## src/rtl/cnn_stream_pkg.sv

```systemverilog
// Shared types and default geometry for the CNN crop streamer.
package cnn_stream_pkg;
  localparam int FP_TOTAL = 8;
  localparam int OUT_ROWS = 5;
  localparam int OUT_COLS = 5;
  localparam int NPIX     = OUT_ROWS * OUT_COLS;
  localparam int N_OUT    = 5;

  typedef logic [FP_TOTAL-1:0]      pix_t;
  typedef logic [$clog2(NPIX)-1:0]  idx_t;

  typedef enum logic [1:0] {LOAD, STREAM, WAIT, HOLD} state_t;
endpackage

```

## src/rtl/cnn_pix_buffer.sv

```systemverilog
// Crop storage: one register per pixel, synchronous write, combinational read.
module cnn_pix_buffer #(
  parameter int W     = 8,
  parameter int DEPTH = 25,
  parameter int AW    = 5
) (
  input  logic          clk,
  input  logic          we,
  input  logic [AW-1:0] waddr,
  input  logic [W-1:0]  wdata,
  input  logic [AW-1:0] raddr,
  output logic [W-1:0]  rdata
);
  logic [DEPTH-1:0][W-1:0] mem;

  for (genvar i = 0; i < DEPTH; i++) begin : g_ent
    // Each entry captures the incoming pixel when its address is written.
    always_ff @(posedge clk) begin
      if (we && waddr == AW'(i)) mem[i] <= wdata;
    end
  end

  // Out-of-range addresses (one past the last pixel) read as zero.
  always_comb begin
    rdata = '0;
    for (int i = 0; i < DEPTH; i++)
      if (raddr == AW'(i)) rdata = mem[i];
  end
endmodule

```

## src/rtl/cnn_crop_streamer.sv

```systemverilog
// Buffers one crop, runs the ap_ctrl_hs start handshake, streams the crop
// into the CNN and holds the packed prediction for a downstream consumer.
module cnn_crop_streamer #(
  parameter int FP_TOTAL = cnn_stream_pkg::FP_TOTAL,
  parameter int OUT_ROWS = cnn_stream_pkg::OUT_ROWS,
  parameter int OUT_COLS = cnn_stream_pkg::OUT_COLS,
  parameter int N_OUT    = cnn_stream_pkg::N_OUT
) (
  input  logic                      ap_clk,
  input  logic                      ap_rst_n,
  input  logic [FP_TOTAL-1:0]       s_pix_data,
  input  logic                      s_pix_valid,
  output logic                      s_pix_ready,
  output logic                      cnn_ap_start,
  input  logic                      cnn_ap_ready,
  output logic [FP_TOTAL-1:0]       input_1_TDATA,
  output logic                      input_1_TVALID,
  input  logic                      input_1_TREADY,
  input  logic [N_OUT*FP_TOTAL-1:0] layer5_out_TDATA,
  input  logic                      layer5_out_TVALID,
  output logic                      layer5_out_TREADY,
  output logic [N_OUT*FP_TOTAL-1:0] pred_data,
  output logic                      pred_valid,
  input  logic                      pred_ready,
  output logic [15:0]               frame_cnt,
  output logic                      busy
);
  import cnn_stream_pkg::*;

  localparam int NP = OUT_ROWS * OUT_COLS;
  localparam int IW = (NP > 1) ? $clog2(NP) : 1;

  state_t              state, state_nxt;
  logic [IW-1:0]       wr_idx, rd_idx, raddr;
  logic [FP_TOTAL-1:0] rdata, preload;
  logic                started;
  logic                pix_hs, in_hs, l5_hs, pred_hs, wr_last, rd_last;

  assign pix_hs  = s_pix_valid & s_pix_ready;
  assign in_hs   = input_1_TVALID & input_1_TREADY;
  assign l5_hs   = layer5_out_TVALID & layer5_out_TREADY;
  assign pred_hs = pred_valid & pred_ready;
  assign wr_last = pix_hs && (wr_idx == IW'(NP - 1));
  assign rd_last = in_hs && (rd_idx == IW'(NP - 1));

  // During LOAD the read port looks at pixel 0 so it can be preloaded on the
  // last write; while streaming it looks one ahead of the pixel on the bus.
  assign raddr   = (state == LOAD) ? '0 : rd_idx + 1'b1;
  // A one-pixel crop has not landed in the buffer yet when it must preload.
  assign preload = (NP == 1) ? s_pix_data : rdata;

  cnn_pix_buffer #(.W(FP_TOTAL), .DEPTH(NP), .AW(IW)) u_buf (
    .clk   (ap_clk),
    .we    (pix_hs),
    .waddr (wr_idx),
    .wdata (s_pix_data),
    .raddr (raddr),
    .rdata (rdata)
  );

  // State register.
  always_ff @(posedge ap_clk or negedge ap_rst_n) begin
    if (!ap_rst_n) state <= LOAD;
    else           state <= state_nxt;
  end

  // Next-state decode: one crop in, one crop out, one prediction, release.
  always_comb begin
    state_nxt = state;
    unique case (state)
      LOAD:   if (wr_last) state_nxt = STREAM;
      STREAM: if (rd_last) state_nxt = WAIT;
      WAIT:   if (l5_hs)   state_nxt = HOLD;
      HOLD:   if (pred_hs) state_nxt = LOAD;
    endcase
  end

  // State-decoded outputs.
  always_comb begin
    s_pix_ready       = (state == LOAD);
    layer5_out_TREADY = (state == WAIT);
    busy              = (state != LOAD);
  end

  // Write/read indices; both rewind when the prediction is released.
  always_ff @(posedge ap_clk or negedge ap_rst_n) begin
    if (!ap_rst_n) begin
      wr_idx <= '0;
      rd_idx <= '0;
    end else if (pred_hs) begin
      wr_idx <= '0;
      rd_idx <= '0;
    end else begin
      if (pix_hs) wr_idx <= wr_idx + 1'b1;
      if (in_hs)  rd_idx <= rd_idx + 1'b1;
    end
  end

  // input_1 stream register: preload on the last write, advance per transfer.
  always_ff @(posedge ap_clk or negedge ap_rst_n) begin
    if (!ap_rst_n) begin
      input_1_TVALID <= 1'b0;
      input_1_TDATA  <= '0;
    end else if (wr_last) begin
      input_1_TVALID <= 1'b1;
      input_1_TDATA  <= preload;
    end else if (in_hs) begin
      if (rd_last) input_1_TVALID <= 1'b0;
      else         input_1_TDATA  <= rdata;
    end
  end

  // ap_start rises with the stream and drops once ap_ready has been seen.
  always_ff @(posedge ap_clk or negedge ap_rst_n) begin
    if (!ap_rst_n) begin
      cnn_ap_start <= 1'b0;
      started      <= 1'b0;
    end else if (pred_hs) begin
      cnn_ap_start <= 1'b0;
      started      <= 1'b0;
    end else if (wr_last) begin
      cnn_ap_start <= ~started;
    end else if (cnn_ap_start && cnn_ap_ready) begin
      cnn_ap_start <= 1'b0;
      started      <= 1'b1;
    end
  end

  // Prediction capture and hold until the consumer takes it.
  always_ff @(posedge ap_clk or negedge ap_rst_n) begin
    if (!ap_rst_n) begin
      pred_valid <= 1'b0;
      pred_data  <= '0;
    end else if (l5_hs) begin
      pred_valid <= 1'b1;
      pred_data  <= layer5_out_TDATA;
    end else if (pred_hs) begin
      pred_valid <= 1'b0;
    end
  end

  // Completed-prediction counter, free-running wrap.
  always_ff @(posedge ap_clk or negedge ap_rst_n) begin
    if (!ap_rst_n)    frame_cnt <= '0;
    else if (pred_hs) frame_cnt <= frame_cnt + 16'd1;
  end
endmodule

```

## config.mk

```make
export PLATFORM = sky130hd
export DESIGN_NAME = cnn_crop_streamer
export DESIGN_NICKNAME = d
export VERILOG_FILES = /design/src/rtl/cnn_stream_pkg.sv /design/src/rtl/cnn_pix_buffer.sv /design/src/rtl/cnn_crop_streamer.sv
export SDC_FILE = /design/constraint.sdc
export NUM_CORES = 1
export LEC_CHECK = 0
export CELL_PAD_IN_SITES_DETAIL_PLACEMENT = 1
export CELL_PAD_IN_SITES_GLOBAL_PLACEMENT = 2
export CORE_MARGIN = 4
export CORE_UTILIZATION = 43
export DETAILED_ROUTE_END_ITERATION = 10
export PLACE_DENSITY = 0.82
export SYNTH_ARGS = -nofsm -noshare
export SYNTH_HDL_FRONTEND = slang
export SYNTH_SLANG_ARGS = --single-unit
```

## constraint.sdc

```tcl
create_clock -name ap_clk -period 5.2 [get_ports ap_clk]
set_input_delay 0.52 -clock ap_clk [delete_from_list [all_inputs] [get_ports ap_clk]]
set_output_delay 0.52 -clock ap_clk [all_outputs]
set_load 0.05 [all_outputs]
```

### Word-level counts from Yosys, hierarchy flattened

Index checks and enable logic that the tools add are counted.

* bits of input ports: 55
* flip-flop bits (word level): 280
* output and inout bits: 70
* word-level logic and storage cells: 192

* add/subtract/negate cells: 3
* multiplexer cells: 49
* reduce and logical (&&, ||, !) cells: 42
* equal/unequal tests: 58
* bitwise operators: 5

Operator list (number)
* 2-to-1 mux 8 bit: 28
* equality test 5 bit (second input constant): 19
* equality test 5 x 4 -> 1 bit (second input constant): 16
* equality test 5 x 3 -> 1 bit (second input constant): 8
* logical AND 1 bit: 27
* 2-to-1 mux 5 bit: 5
* equality test 5 x 2 -> 1 bit (second input constant): 4
* adder 16 x 1 -> 16 bit (second input constant): 1
* nonzero test 2 bit: 7
* 2-to-1 mux 1 bit: 11
* adder 5 x 1 -> 5 bit (second input constant): 2
* equality test 5 x 1 -> 1 bit (second input constant): 2
* zero test 5 bit: 2
* 2-to-1 mux 2 bit: 4
* inequality test 2 bit (second input constant): 4
* case mux 2 bit (4 select lines): 1
* AND reduction 2 bit: 3
* AND 1 bit: 4
* equality test 2 bit (second input constant): 2
* inequality test 2 x 1 -> 1 bit (second input constant): 2
* AND reduction 4 bit: 1
* nonzero test 3 bit: 1
* equality test 2 x 1 -> 1 bit (second input constant): 1
* zero test 2 bit: 1
* inverter 1 bit: 1

### Logic depth before layout (Yosys ltp)

* depth after elaboration: 31
* gate-level depth with buffers: 13
* depth with buffers taken out: 10

### Hierarchy

A second synthesis with hierarchy kept.

* cells, all modules: 898
* area, all modules: 12087.8 sq um

Modules (own cells, without submodules)
* cnn_pix_buffer: times used 1, area each 8704.6 sq um, cells an instance 633, seq. area each 6005.8 sq um
* cnn_crop_streamer: times used 1, area each 3383.2 sq um, cells an instance 265, seq. area each 2001.9 sq um

### Least setup slack after synthesis

Ideal clock, no wire load.

* path kind: reg2reg
* start point: reg state[0]
* end point: reg u_buf.mem[152] (netlist name) (enable)
* buffers on the path: 4
* period minus slack after synthesis: 2.996 ns
* data required time: 4.868 ns
* path slack: 2.204 ns
* stages on the path, launching flop included: 11
* data arrival time: 2.665 ns
* library setup time: 0.332 ns
* cell sequence: dfrtp_1 -> inv_1 -> ha_1 -> buf_2 -> buf_2 -> buf_2 -> and2_1 -> clkbuf_1 -> nand2_1 -> nor3_1 -> and2_1

* cells in the longest elaborated chain, start to end: 3

Ends and longest elaborated chain
* from (decl): RTL line cnn_crop_streamer.sv:33 `state_t state, state_nxt;`
* from (signal assigned): RTL line cnn_crop_streamer.sv:64 `else state <= state_nxt;`
* zero test 2 bit: RTL line cnn_crop_streamer.sv:80 `s_pix_ready = (state == LOAD);`
* via s_pix_ready: RTL line cnn_crop_streamer.sv:13 `output logic s_pix_ready,`
* AND 1 bit: RTL line cnn_crop_streamer.sv:39 `assign pix_hs = s_pix_valid & s_pix_ready;`
* logical AND 1 bit: RTL line cnn_pix_buffer.sv:19 `if (we && waddr == AW'(i)) mem[i] <= wdata;`
* to (signal, indexed assignment): RTL line cnn_pix_buffer.sv:19
* to (decl): RTL line cnn_pix_buffer.sv:14 `logic [DEPTH-1:0][W-1:0] mem;`

The timed path passes the listed nets, and every way through them passes these cells.
A chain may end at the register's enable or synchronous reset.

### Worst setup path in the final report

* start point: reg rd_idx[0]
* end point: reg input_1_TDATA[6]

* cells in the longest elaborated chain, start to end: 31
* elaborated cells on any way between the ends: 59
* classes of those cells: add/sub (1); eq/ne (26); mux (29); reduce/logical (3)

Ends and longest elaborated chain
* from (decl): RTL line cnn_crop_streamer.sv:34 `logic [IW-1:0] wr_idx, rd_idx, raddr;`
* from (signal assigned): RTL line cnn_crop_streamer.sv:95 `if (in_hs) rd_idx <= rd_idx + 1'b1;`
* adder 5 x 1 -> 5 bit: RTL line cnn_crop_streamer.sv:48 `assign raddr = (state == LOAD) ? '0 : rd_idx + 1'b1;`
* 2-to-1 mux 5 bit: RTL line cnn_crop_streamer.sv:48
* zero test 5 bit: RTL line cnn_pix_buffer.sv:27 `if (raddr == AW'(i)) rdata = mem[i];`
* 2-to-1 mux 8 bit (25 in series): RTL line cnn_pix_buffer.sv:27
* 2-to-1 mux 8 bit: RTL line cnn_crop_streamer.sv:108 `if (rd_last) input_1_TVALID <= 1'b0;`
* 2-to-1 mux 8 bit: RTL line cnn_crop_streamer.sv:107 `end else if (in_hs) begin`
* 2-to-1 mux 8 bit: RTL line cnn_crop_streamer.sv:104 `end else if (wr_last) begin`
* to (signal assigned): RTL line cnn_crop_streamer.sv:106 `input_1_TDATA <= preload;`
* to (signal assigned): RTL line cnn_crop_streamer.sv:109 `else input_1_TDATA <= rdata;`
* to (decl): RTL line cnn_crop_streamer.sv:16 `output logic [FP_TOTAL-1:0] input_1_TDATA,`

Parallel ways exist; a longest one is shown, timed or not. The select of a mux whose other input is x is not followed.

==> results.cfg <==
[placed_design]
dp_slack_ns = 1.262
dp_hpwl_um = 26290
placed_area_sq_mm = 0.01391
dp.cells = 1387
gp_congestion = 0.8929
portBuffers = 124

[route]
drt-vias-per-instance = 5.974
drt-pass1-iter-count = 6
ant_nets = 0
vias = 8627
post-route-drc-count = 0
wl_per_cell_um = 25.87
drt_iter0_drc = 948
wirelength_um = 37360

[clocking]
cts_sinks = 280
post_cts_buffers = 0
htreeDepth = 1
clk-insertion-delay-late_ns = 0.57
clk_pin_slew_ns = 0.06
cts-root-buf = clkbuf_16
cts_buffers = 30
ctsResizeCount = 0
clockBufferDepth = 3
cts_tree = done

[synth]
seq_area_frac_synth_pct = 65.30
yosys.area.top_type_share_pct = 48.97
synthTopCellsByCount = edfxtp_1, dfrtp_1, nand2_1, nor2_1, mux2_2
netlist_instances = 906
ys.warnings.count = 0
yosys.area.top_type = edfxtp_1
synthDistinctLibCells = 94
yosys_most_used_dff = edfxtp_1
avgSynthCellArea_sq_um = 13.54
synth-seq-cells = 280
synthesis.area_sq_mm = 0.01226
synthArstFlopShare_pct = 28.57
ys_top_cells_by_area = edfxtp_1, dfrtp_1, mux2_2
yosys.cell_count.top_type = edfxtp_1
synth-edff-count = 200
synth_fp_nets = 973

[final_layout]
fin_nets = 1109
fin_cells = 1444
stdcell_area_sq_mm = 0.01484
areaGrowthSynthToFinish_pct = 21.04
nFillCells = 2822
drive_above_1_share_pct = 13.98
diodes = 0

[critical_path]
start_kind = flip-flop
crit_path_top_delay_cell = xor2_4
worst_setup_path_end_kind = flip-flop
worst_ep_required_time_ns = 5.69
reg2regPathDepth = 9
crit_fanout = 26
path_cells = ha_1 -> and3_4 -> xor2_4 -> a211oi_4 -> nor2_1 -> o221ai_1 -> a211oi_1 -> o31ai_1 -> a21oi_1
crit_arrival_ns = 4.56
worstReg2RegStart = rd_idx[0]
critical_path_class = flip-flop to flip-flop
r2r_slack_ns = 1.13
r2r-end = input_1_TDATA[6]
critical_path.max_stage_delay_ns = 0.77

[global_routing]
gr-usage-met3_pct = 3.931
grt_max_degree = 44
grt-busiest-layer = met2
antenna_found_initial = 0
grt.total_usage_pct = 23.80
grt_pass1_wl_um = 56350
grt-ovfl-total = 0
met2_usage_pct = 38.11
met1_usage_pct = 34.01
grt_pass1_vias = 8701

[timing]
rsz0062_at_grt = no
fin_skew_ns = 0.01750
final-max-slew-violation-count = 0
fin_crit_sh_pct = 78.36
timing.hold.ws_ns = 0.4698
fmax_ghz = 0.2454
layout_setup_ws_ns = 1.125
relSlewSlack_pct = 14.26
setup_viol = 0
hold_viol = 0
worst_pin_slew_ns = 1.282
layout_min_cycle_time_ns = 4.075
setup_tns_ns = 0

[floorplan]
fp.dieW_um = 176.9
rows = 61
die_height_um = 176.9
dieArea_sq_mm = 0.03128
core_region_area_sq_mm = 0.02793
initial_core_util_pct = 43.90
io_pins = 125

[pwr]
power.leakage_nw = 5.194
powerDensity_mw_per_mm2 = 562.7
vdd_drop_max_uv = 268.3

[run_status]
status = complete, no violations

[hold_path]
min_to = frame_cnt[15]
hold-path-cell-count = 1
hold_class = flip-flop to flip-flop
min_from = frame_cnt[15]

[job]
maxCapViolations = 0
placed cells by master, fill, tap and decap left out, types with 5 or more instances in the layout:
cell | Yosys | final
edfxtp_1 | 200 | 200
clkdlybuf4s50_1 | 0 | 123
dfrtp_1 | 80 | 80
nand2_1 | 68 | 67
nor2_1 | 59 | 59
mux2_2 | 46 | 46
a21oi_1 | 37 | 37
o21ai_0 | 33 | 33
clkbuf_16 | 0 | 31
nand3_1 | 27 | 27
and2_1 | 19 | 19
buf_4 | 4 | 17
inv_1 | 16 | 16
nor3_1 | 18 | 15
o21ai_1 | 14 | 14
o22ai_1 | 14 | 14
xnor2_1 | 13 | 13
a211oi_1 | 12 | 12
a22oi_1 | 12 | 12
ha_1 | 12 | 11
clkbuf_1 | 9 | 10
nor3_2 | 6 | 9
nand4_1 | 9 | 9
a221oi_1 | 9 | 9
and3_1 | 8 | 8
xor2_1 | 8 | 8
a31oi_1 | 8 | 8
nand2b_1 | 7 | 7
a21o_1 | 7 | 7
clkinv_1 | 0 | 7
or3_1 | 6 | 6
o211ai_1 | 6 | 6
nor2b_1 | 5 | 5
mux2i_1 | 5 | 5
clkinv_2 | 0 | 5
layer usage:
metal  wire length, um  up-vias
li1                  -     3758
met1             15970     4417
met2             17570      375
met3              2788       77
met4              1026        0
met5                 0        -
per-stage QoR:
step                      total power, mW  util, %
after floorplan                     5.088        -
after detailed placement            6.373    49.80
after global placement              6.314    49.80
final                               8.353    53.14
after global routing                8.714    53.14
after CTS                           8.382    53.14
registers in the layout (all words and copies together) (netlist names):
| signal | flops |
|---|---|
| frame_cnt | 16 |
| input_1_TDATA | 8 |
| pred_valid | 1 |
| pred_data | 40 |
| started | 1 |
| rd_idx | 5 |
| state | 2 |
| u_buf.mem | 200 |
| wr_idx | 5 |
| cnn_ap_start | 1 |
| input_1_TVALID | 1 |
where the power goes:
| group | leakage (nW) | switching (mW) | total (mW) | internal, mW |
|---|---|---|---|---|
| clock | 0.450 | 0.876 | 2.00 | 1.12 |
| sequential | 2.80 | 0.226 | 2.92 | 2.70 |
| combinational | 1.95 | 2.29 | 3.43 | 1.14 |
how the worst max path moves through the flow:
stage	start	slack, ns	cells after the start	to
2_1_floorplan	state[0]	2.20	10	u_buf.mem[152]
3_3_place_gp	rd_idx[0]	1.32	9	input_1_TDATA[6]
3_5_place_dp	rd_idx[0]	1.26	9	input_1_TDATA[6]
4_1_cts	rd_idx[0]	1.17	9	input_1_TDATA[6]
5_1_grt	rd_idx[0]	0.97	9	input_1_TDATA[6]
6_report	rd_idx[0]	1.13	9	input_1_TDATA[6]
final cells by class:
type | count | area (sq um) | area share [%]
timing repair buffer | 141 | 1369 | 9.222
clock inverter | 13 | 81.33 | 0.5479
clock buffer | 43 | 840.8 | 5.665
multi-input combinational | 571 | 4004 | 26.97
sequential | 280 | 8008 | 53.95
tap | 378 | 473.0 | 3.186
inverter | 18 | 67.56 | 0.4552
kinds of logic after synthesis:
kind of cell             Yosys count  share of synthesized area (%)
AO/OA/AOI/OAI                    227                          13.86
XOR/XNOR                          23                          1.949
adder cells (fa/ha/maj)           12                          1.224
buffers and inverters             55                          2.214
flip-flops                       280                          65.30
multiplexers                      51                          4.632
AND/OR/NAND/NOR                  258                          10.83
worst max-delay path: cells and delay by family, from the launching register on:
kind / cells / cell delay (ns)
simple gates: 2 / 0.67
compound gates: 5 / 1.44
xor+xnor: 1 / 0.77
flops: 1 / 0.54
fa+ha+maj: 1 / 0.56
what timing repair did:
item / in CTS / in global routing
endpoints found under the hold margin: 37 / 0
hold buffers: 1 / 0
endpoints found under the setup margin: 0 / 0
Power figures use the tool's default switching activity.
